$ cat src/rtl/acc_ready_dispatcher_pkg.sv
// Shared definitions for the ready-queue task dispatcher: FSM state
// encoding and helpers that derive slot and index widths from parameters.
package acc_ready_dispatcher_pkg;

  // Dispatcher control states: waiting for work, or streaming one slot.
  typedef enum logic {
    IDLE = 1'b0,
    XFER = 1'b1
  } state_e;

  // Words in one task slot: tid, twid, then the argument words.
  function automatic int slot_size(input int nargs);
    return nargs + 2;
  endfunction

  // Width of an index into an n-entry vector (at least one bit).
  function automatic int idx_width(input int n);
    return (n > 1) ? $clog2(n) : 1;
  endfunction

endpackage

$ cat src/rtl/acc_ready_dispatcher_rr_arbiter.sv
// Round-robin requester selection: picks the first asserted request at or
// after ptr_i, wrapping from N-1 back to 0. Purely combinational.
module rr_arbiter
  import acc_ready_dispatcher_pkg::*;
#(
  parameter int N  = 2,
  parameter int IW = idx_width(N)
) (
  input  logic [N-1:0]  req_i,
  input  logic [IW-1:0] ptr_i,
  output logic [N-1:0]  grant_o,
  output logic [IW-1:0] idx_o,
  output logic          any_o
);

  // Candidate index for each search offset, and whether it is requesting.
  logic [IW-1:0] cand [N];
  logic [N-1:0]  hit;

  for (genvar gi = 0; gi < N; gi++) begin : g_off
    logic [IW:0] sum;
    assign sum       = {1'b0, ptr_i} + (IW+1)'(gi);
    assign cand[gi]  = (sum >= (IW+1)'(N)) ? IW'(sum - (IW+1)'(N)) : sum[IW-1:0];
    assign hit[gi]   = req_i[cand[gi]];
  end

  // Lowest search offset with an active request wins.
  always_comb begin
    any_o = 1'b0;
    idx_o = '0;
    for (int k = 0; k < N; k++) begin
      if (!any_o && hit[k]) begin
        any_o = 1'b1;
        idx_o = cand[k];
      end
    end
  end

  for (genvar gi = 0; gi < N; gi++) begin : g_oh
    assign grant_o[gi] = any_o && (idx_o == IW'(gi));
  end

endmodule

$ cat src/rtl/acc_ready_dispatcher.sv
// Pulls complete task slots from a ready queue and streams them, one word
// at a time, to a round-robin selected idle accelerator. One queue read is
// outstanding at a time, giving one word every two cycles.
module acc_ready_dispatcher
  import acc_ready_dispatcher_pkg::*;
#(
  parameter int NARGS = 1,
  parameter int NACC  = 2
) (
  input  logic            clk,
  input  logic            rst,
  input  logic            q_empty,
  output logic            q_read,
  input  logic [63:0]     q_dout,
  input  logic [NACC-1:0] acc_req,
  output logic [NACC-1:0] acc_valid,
  output logic [63:0]     acc_data,
  output logic            acc_last,
  input  logic [NACC-1:0] acc_ready,
  output logic            busy
);

  localparam int SLOT_SIZE = slot_size(NARGS);
  localparam int WW        = $clog2(SLOT_SIZE + 1);
  localparam int IW        = idx_width(NACC);

  localparam logic [WW-1:0] SLOT_W   = WW'(SLOT_SIZE);
  localparam logic [IW-1:0] LAST_IDX = IW'(NACC - 1);

  state_e          state_q, state_d;
  logic [IW-1:0]   rr_ptr_q, rr_ptr_d;
  logic [IW-1:0]   grant_q, grant_d;
  logic [NACC-1:0] grant_oh_q, grant_oh_d;
  logic [WW-1:0]   words_q, words_d;
  logic            inflight_q, inflight_d;
  logic            out_valid_q, out_valid_d;
  logic [63:0]     data_q, data_d;
  logic            last_q, last_d;

  logic [NACC-1:0] arb_grant;
  logic [IW-1:0]   arb_idx;
  logic            arb_any;
  logic            fire;

  rr_arbiter #(
    .N  (NACC),
    .IW (IW)
  ) u_arb (
    .req_i   (acc_req),
    .ptr_i   (rr_ptr_q),
    .grant_o (arb_grant),
    .idx_o   (arb_idx),
    .any_o   (arb_any)
  );

  // Only the granted accelerator's ready can consume the held word.
  assign fire = out_valid_q && |(grant_oh_q & acc_ready);

  // Next-state logic: slot start, paced queue reads, output hand-off.
  always_comb begin
    state_d     = state_q;
    rr_ptr_d    = rr_ptr_q;
    grant_d     = grant_q;
    grant_oh_d  = grant_oh_q;
    words_d     = words_q;
    inflight_d  = 1'b0;
    out_valid_d = out_valid_q;
    data_d      = data_q;
    last_d      = last_q;
    q_read      = 1'b0;

    case (state_q)
      IDLE: begin
        // A non-empty queue means a whole slot is available to stream.
        if (!q_empty && arb_any) begin
          state_d    = XFER;
          grant_d    = arb_idx;
          grant_oh_d = arb_grant;
          words_d    = '0;
        end
      end

      XFER: begin
        // Fetch the next word only once the output register is free (or
        // being freed this cycle) and no read is still in flight.
        q_read = (words_q < SLOT_W) && !inflight_q && (!out_valid_q || fire);

        if (inflight_q) begin
          // Word requested last cycle is on q_dout now.
          out_valid_d = 1'b1;
          data_d      = q_dout;
          last_d      = (words_q == SLOT_W);
        end else if (fire) begin
          out_valid_d = 1'b0;
          if (last_q) begin
            state_d  = IDLE;
            rr_ptr_d = (grant_q == LAST_IDX) ? '0 : grant_q + IW'(1);
          end
        end

        inflight_d = q_read;
        if (q_read) begin
          words_d = words_q + WW'(1);
        end
      end

      default: begin
        state_d = IDLE;
      end
    endcase
  end

  // State and datapath registers with synchronous reset.
  always_ff @(posedge clk) begin
    if (rst) begin
      state_q     <= IDLE;
      rr_ptr_q    <= '0;
      grant_q     <= '0;
      grant_oh_q  <= '0;
      words_q     <= '0;
      inflight_q  <= 1'b0;
      out_valid_q <= 1'b0;
      data_q      <= '0;
      last_q      <= 1'b0;
    end else begin
      state_q     <= state_d;
      rr_ptr_q    <= rr_ptr_d;
      grant_q     <= grant_d;
      grant_oh_q  <= grant_oh_d;
      words_q     <= words_d;
      inflight_q  <= inflight_d;
      out_valid_q <= out_valid_d;
      data_q      <= data_d;
      last_q      <= last_d;
    end
  end

  assign acc_valid = out_valid_q ? grant_oh_q : '0;
  assign acc_data  = data_q;
  assign acc_last  = out_valid_q && last_q;
  assign busy      = (state_q == XFER);

endmodule

$ cat config.mk
export PLATFORM = sky130hd
export DESIGN_NAME = acc_ready_dispatcher
export DESIGN_NICKNAME = d
export VERILOG_FILES = /design/src/rtl/acc_ready_dispatcher_pkg.sv /design/src/rtl/acc_ready_dispatcher_rr_arbiter.sv /design/src/rtl/acc_ready_dispatcher.sv
export SDC_FILE = /design/constraint.sdc
export NUM_CORES = 1
export LEC_CHECK = 0
export ABC_AREA = 1
export ABC_CLOCK_PERIOD_IN_PS = 1300
export CAP_MARGIN = 10
export CORE_ASPECT_RATIO = 1.4
export CORE_MARGIN = 2
export CORE_UTILIZATION = 28
export CTS_CLUSTER_DIAMETER = 60
export DETAILED_ROUTE_END_ITERATION = 8
export GPL_ROUTABILITY_DRIVEN = 0
export SLEW_MARGIN = 20
export SYNTH_ARGS = -nofsm -noshare
export SYNTH_HDL_FRONTEND = slang
export SYNTH_SLANG_ARGS = --single-unit
$ cat constraint.sdc
create_clock -name clk -period 1.3 [get_ports clk]
set_clock_uncertainty 0.2 [all_clocks]
set_input_delay 0.13 -clock clk [delete_from_list [all_inputs] [get_ports clk]]
set_output_delay 0.13 -clock clk [all_outputs]
set_load 0.05 [all_outputs]
### After elaboration in Yosys (flattened, before gate mapping)

Index checks and enable logic that the tools add are counted.

| word-level totals | value |
|---|---|
| register bits after elaboration | 74 |
| output and inout bits | 69 |
| bits of input ports | 71 |
| word-level logic and storage cells | 69 |

| cells by class | value |
|---|---|
| magnitude comparators | 5 |
| bitwise gates (word level) | 4 |
| reduce and logical (&&, ||, !) cells | 20 |
| add/sub/neg operators | 5 |
| mux-type cells | 23 |
| eq/ne operators | 3 |

Operators with widths:

| cell | number |
|---|---|
| 2-to-1 mux 1 bit | 18 |
| logical AND 1 bit | 8 |
| AND reduction 2 bit | 4 |
| 2-to-1 mux 2 bit | 3 |
| logical NOT 1 bit | 4 |
| < comparator 1 x 2 -> 1 bit (second input constant) | 2 |
| one-hot mux 2 bit (2 select lines) | 1 |
| AND reduction 4 bit | 1 |
| NOT 1 bit | 3 |
| adder 1 x 1 -> 2 bit (second input constant) | 1 |
| adder 2 x 1 -> 2 bit (second input constant) | 1 |
| bitwise AND 2 bit | 1 |
| equality test 2 bit (second input constant) | 1 |
| greater-or-equal comparator 1 x 2 -> 1 bit (second input constant) | 1 |
| greater-or-equal comparator 2 bit (second input constant) | 1 |
| < comparator 2 bit (second input constant) | 1 |
| inequality test 2 x 1 -> 1 bit (second input constant) | 1 |
| inequality test 2 bit (second input constant) | 1 |
| one-hot mux 1 bit (2 select lines) | 1 |
| nonzero test 2 bit | 1 |
| OR reduction 2 bit | 1 |
| subtractor 1 bit (second input constant) | 2 |
| adder 1 bit (second input constant) | 1 |
| logical OR 1 bit | 1 |

### Longest topological paths before layout

| depth | value |
|---|---|
| depth in word-level cells | 11 |
| gate-level depth with buffers | 7 |
| depth with buffers taken out | 7 |

### Modules after synthesis

From an unflattened synthesis, not the netlist that was laid out.

| second synthesis, totals | value |
|---|---|
| cell total of the unflattened synthesis | 349 |
| area total of the unflattened synthesis | 2745.1 µm² |

Modules (own cells, without submodules):

| module | times used | sequential area each (µm²) | cells each | area each (µm²) |
|---|---|---|---|---|
| acc_ready_dispatcher | 1 | 1481.4 | 342 | 2715.1 |
| rr_arbiter | 1 | 0.0 | 7 | 30.0 |

### Worst setup path after synthesis

OpenSTA, ideal clock, no wires.

| timing path | value |
|---|---|
| path kind | register to output |
| start point | register state_q, in the netlist busy |
| end point | output port q_read |
| arrival time | 1.373 ns |
| required time | 0.970 ns |
| cell stages (with the launch flop) | 5 |
| slack | -0.403 ns |
| path buffers | 0 |
| cells stage by stage | dfxtp_1 > inv_2 > nor2_4 > nand3_2 > inv_1 |

| on the way | value |
|---|---|
| word-level cells in the longest chain between the ends | 1 |

Ends and longest elaborated chain:

| what | RTL line | source |
|---|---|---|
| start, declared | acc_ready_dispatcher.sv:30 | `state_e state_q, state_d;` |
| start signal, assigned | acc_ready_dispatcher.sv:126 | `state_q <= state_d;` |
| 2-to-1 mux 1 bit | -- |  |
| end, declared | acc_ready_dispatcher.sv:13 | `output logic q_read,` |

No other way between the ends.

### Worst setup path after layout

| timing path | value |
|---|---|
| start point | register words_q[0] |
| end point | output port q_read |

| on the way | value |
|---|---|
| word-level cells in the longest chain between the ends | 4 |

Ends and longest elaborated chain:

| what | RTL line | source |
|---|---|---|
| start, declared | acc_ready_dispatcher.sv:34 | `logic [WW-1:0] words_q, words_d;` |
| start signal, assigned | acc_ready_dispatcher.sv:130 | `words_q <= words_d;` |
| < comparator 2 bit | acc_ready_dispatcher.sv:86 | `q_read = (words_q < SLOT_W) && !inflight_q && (!out_valid_q \|\| fire);` |
| logical AND 1 bit (2 in a row) | acc_ready_dispatcher.sv:86 |  |
| 2-to-1 mux 1 bit | -- |  |

No other way between the ends.

==> qor.txt <==
Fillers - 824
fmax - 0.654 GHz
worst flop-to-flop path startpoint - busy$_SDFF_PP0_
Gate Count Post-Synth - 340
Num CTS Buffers - 9
failing checks - setup timing
Peak VDD IR - 0.709 mV
cell row count - 42
first-pass GRT wire length - 13100 um
Core ar. - 9460 um2
Post-CTS Hold Buffers - 0
Synth Cell Area - 2710 um2
total power - 5.70 mW
IO Port Bufs - 139
wl on met1 - 3250 um
Worst Path Required - 0.97 ns
Die Ht - 120 um
WS Path Type - register to output port
YS warnings - 0
crit start category - register
Vias/cell - 4.56
die area - 10500 um2
Seq/Total Area, Yosys - 54.6%
routed wl met3 - 357 um
Slew @ Worst Pin - 0.251 ns
CP top delay family - flip-flops
WHS - 0.207 ns
Clk Latency, worst-skew pair - 0.33 ns
initial antenna violation count - 0
largest net degree at the start of global routing - 39
final core utilization - 57.5%
total number of vias - 2766
CP max-delay cell - dfxtp_2
Slew Limit Fails - 0
#FFs+latches synth - 74
DPL Wire Length - 5810 um
layout cell share with drive strength beyond 1 - 27.8%
crit-path max cell delay - 0.33 ns
DR top layer - met4
crit end category - output port
Top Ports - 140
Clock Path Buffers - 2
drt total wl - 8640 um
register-to-register setup slack - -0.16 ns
Synth area leader - dfxtp_1
drt first-iter violations - 70
FF-to-FF End - acc_data[60]$_SDFFE_PP0P_
Buffers & Inverters on Critical Path - 3
CTS tree - done
Initial Util - 28.7%
largest cells by area after synthesis - dfxtp_1 55%, nor2_1 18%, o21ai_0 9.6%
R2R depth - 6
setup violators final - 61
clk sinks - 74
Hold Crit Class - primary input to register
residual DRC count - 0
P per Cell Area - 1050 nW/um2
CTS clock-pin slew for the worst setup and hold paths - 0.06 ns
share of the synthesized area in the top cell type - 54.6%
Max-cap violations - 0
Remaining Overflow, GRT - 0
NumNets Final - 564
CTS root buffer - clkbuf_16
Critical Path Fanout Max - 2
worst path cell trace - ha_4, inv_2, nand3_4, clkinvlp_4, buf_12
Post-Syn Nets - 412
relative slew slack - 83.2%
run status - finished with violations
Hold Path End - acc_data[15]$_SDFFE_PP0P_
Hold Crit Start - q_dout[15]
average cell area after synthesis - 7.98 um2
final setup margin - -0.229 ns
htree depth - 3
WL per Instance - 14.2 um
Leak Pwr - 2.12 nW
critical path arrival - 1.20 ns
Final ANT Viol Nets - 0
Tot GR Track Use - 16.1%
DR pass1 iterations - 4
vias in the first global route - 2687
Fin. Hold Viols - 0
Layout area overhead - 101%
minimum clock period - 1.53 ns
fin crit share - 118%
n_diodes - 0
Netlist cell types - 21
RSZ-0062 raised after global routing - yes
DIE WIDTH - 87.2 um
Hold Path Depth - 3
routed wl met2 - 4720 um
==> worst max-delay path by stage <==
stage / start / endpoint / slack (ns) / cells past startpoint
floorplan: busy$_SDFF_PP0_ / q_read / 0.001 / 4
global placement: acc_ready[1] / q_read / -0.18 / 6
detailed placement: acc_ready[1] / q_read / -0.19 / 6
CTS: inflight_q$_SDFF_PP0_ / q_read / -0.24 / 5
global route: words_q[1]$_SDFFE_PP0P_ / q_read / -0.26 / 5
finish: words_q[0]$_SDFFE_PP0P_ / q_read / -0.23 / 5
==> per-layer routing <==
layer	track usage, %	up-vias
met3	2.87	20
met4	8.65	0
li1	-	1384
met1	17.0	1281
met5	0	-
met2	29.6	81
==> cell usage after synthesis, drive strengths merged <==
| cell type | instances |
|---|---|
| nor2 | 134 |
| dfxtp | 74 |
| o21ai | 67 |
| buf | 16 |
| nand2 | 16 |
| inv | 13 |
| a21oi | 6 |
| clkbuf | 5 |
| nand3 | 4 |
| and3 | 1 |
| ha | 1 |
| nand3b | 1 |
| nand4 | 1 |
| o211a | 1 |
==> worst register-to-register path, cell delays in order (launching register included) <==
cell	delay (ns)
dfxtp_4	0.35
buf_6	0.11
nand2_2	0.15
inv_4	0.08
bufbuf_16	0.31
nor2_1	0.11
nor2_1	0.05
==> layout make-up <==
cell class / count / area, um2 / area share [%]
clock inverter: 3 / 17.5 / 0.322
timing repair buffer: 162 / 2390 / 43.8
inverter: 13 / 58.8 / 1.08
sequential: 74 / 1500 / 27.5
multi-input combinational: 232 / 1100 / 20.1
clock buffer: 12 / 246 / 4.53
tap: 110 / 138 / 2.53
==> stage by stage <==
step	setup WS [ns]	area (um2)	TNS (ns)	cells
after floorplan	0.00146	2740	0	340
after global placement	-0.182	4940	-2.71	581
after detailed placement	-0.192	4940	-4.14	581
after CTS	-0.239	5340	-5.83	601
after global routing	-0.263	5440	-9.33	606
final	-0.229	5440	-5.11	606
==> cells in the final DEF, fill, tap and decap left out, types with 2 or more instances in the layout <==
cell type,n
a21oi_1,5
buf_12,74
buf_4,9
buf_6,7
clkbuf_1,2
clkbuf_16,10
clkdlybuf4s50_1,70
clkinv_2,2
clkinvlp_4,3
dfxtp_1,66
dfxtp_2,5
dfxtp_4,3
inv_1,5
inv_2,5
nand2_1,8
nand2_2,6
nand2_4,2
nand3_4,3
nor2_1,131
nor2_4,2
o21ai_0,41
o21ai_1,25
==> timing repair <==
| action | 4_1_cts | 5_1_grt |
|---|---|---|
| setup buffers | 4 | 6 |
| endpoints found under the setup margin | 6 | 74 |
| endpoints found under the hold margin | 0 | 0 |
| pin swaps | 7 | 6 |
| resized for setup | 24 | 25 |
| gates cloned | 1 | 1 |
==> flip-flops by register name (all words and copies together) (netlist names) <==
register	cells
acc_data	64
busy	1
grant_oh_q	2
grant_q	1
inflight_q	1
last_q	1
out_valid_q	1
rr_ptr_q	1
words_q	2
==> power breakdown <==
part / total [mW] / switching [mW] / leakage, nW / internal (mW)
clock: 2.23 / 0.898 / 0.128 / 1.33
combinational: 1.06 / 0.478 / 1.39 / 0.578
sequential: 2.42 / 0.0780 / 0.604 / 2.35
total: 5.70 / 1.45 / 2.12 / 4.25
==> cell families (layout without fill, tap and decap cells) <==
kind of cell | after synthesis | after routing | share of synthesized area, %
buffers and inverters | 34 | 190 | 8.21
AND/OR/NAND/NOR | 157 | 157 | 22.9
AO/OA/AOI/OAI | 74 | 74 | 13.8
flip-flops | 74 | 74 | 54.6
adder cells (fa/ha/maj) | 1 | 1 | 0.461
Note: power is estimated with default switching activity, not from simulation.
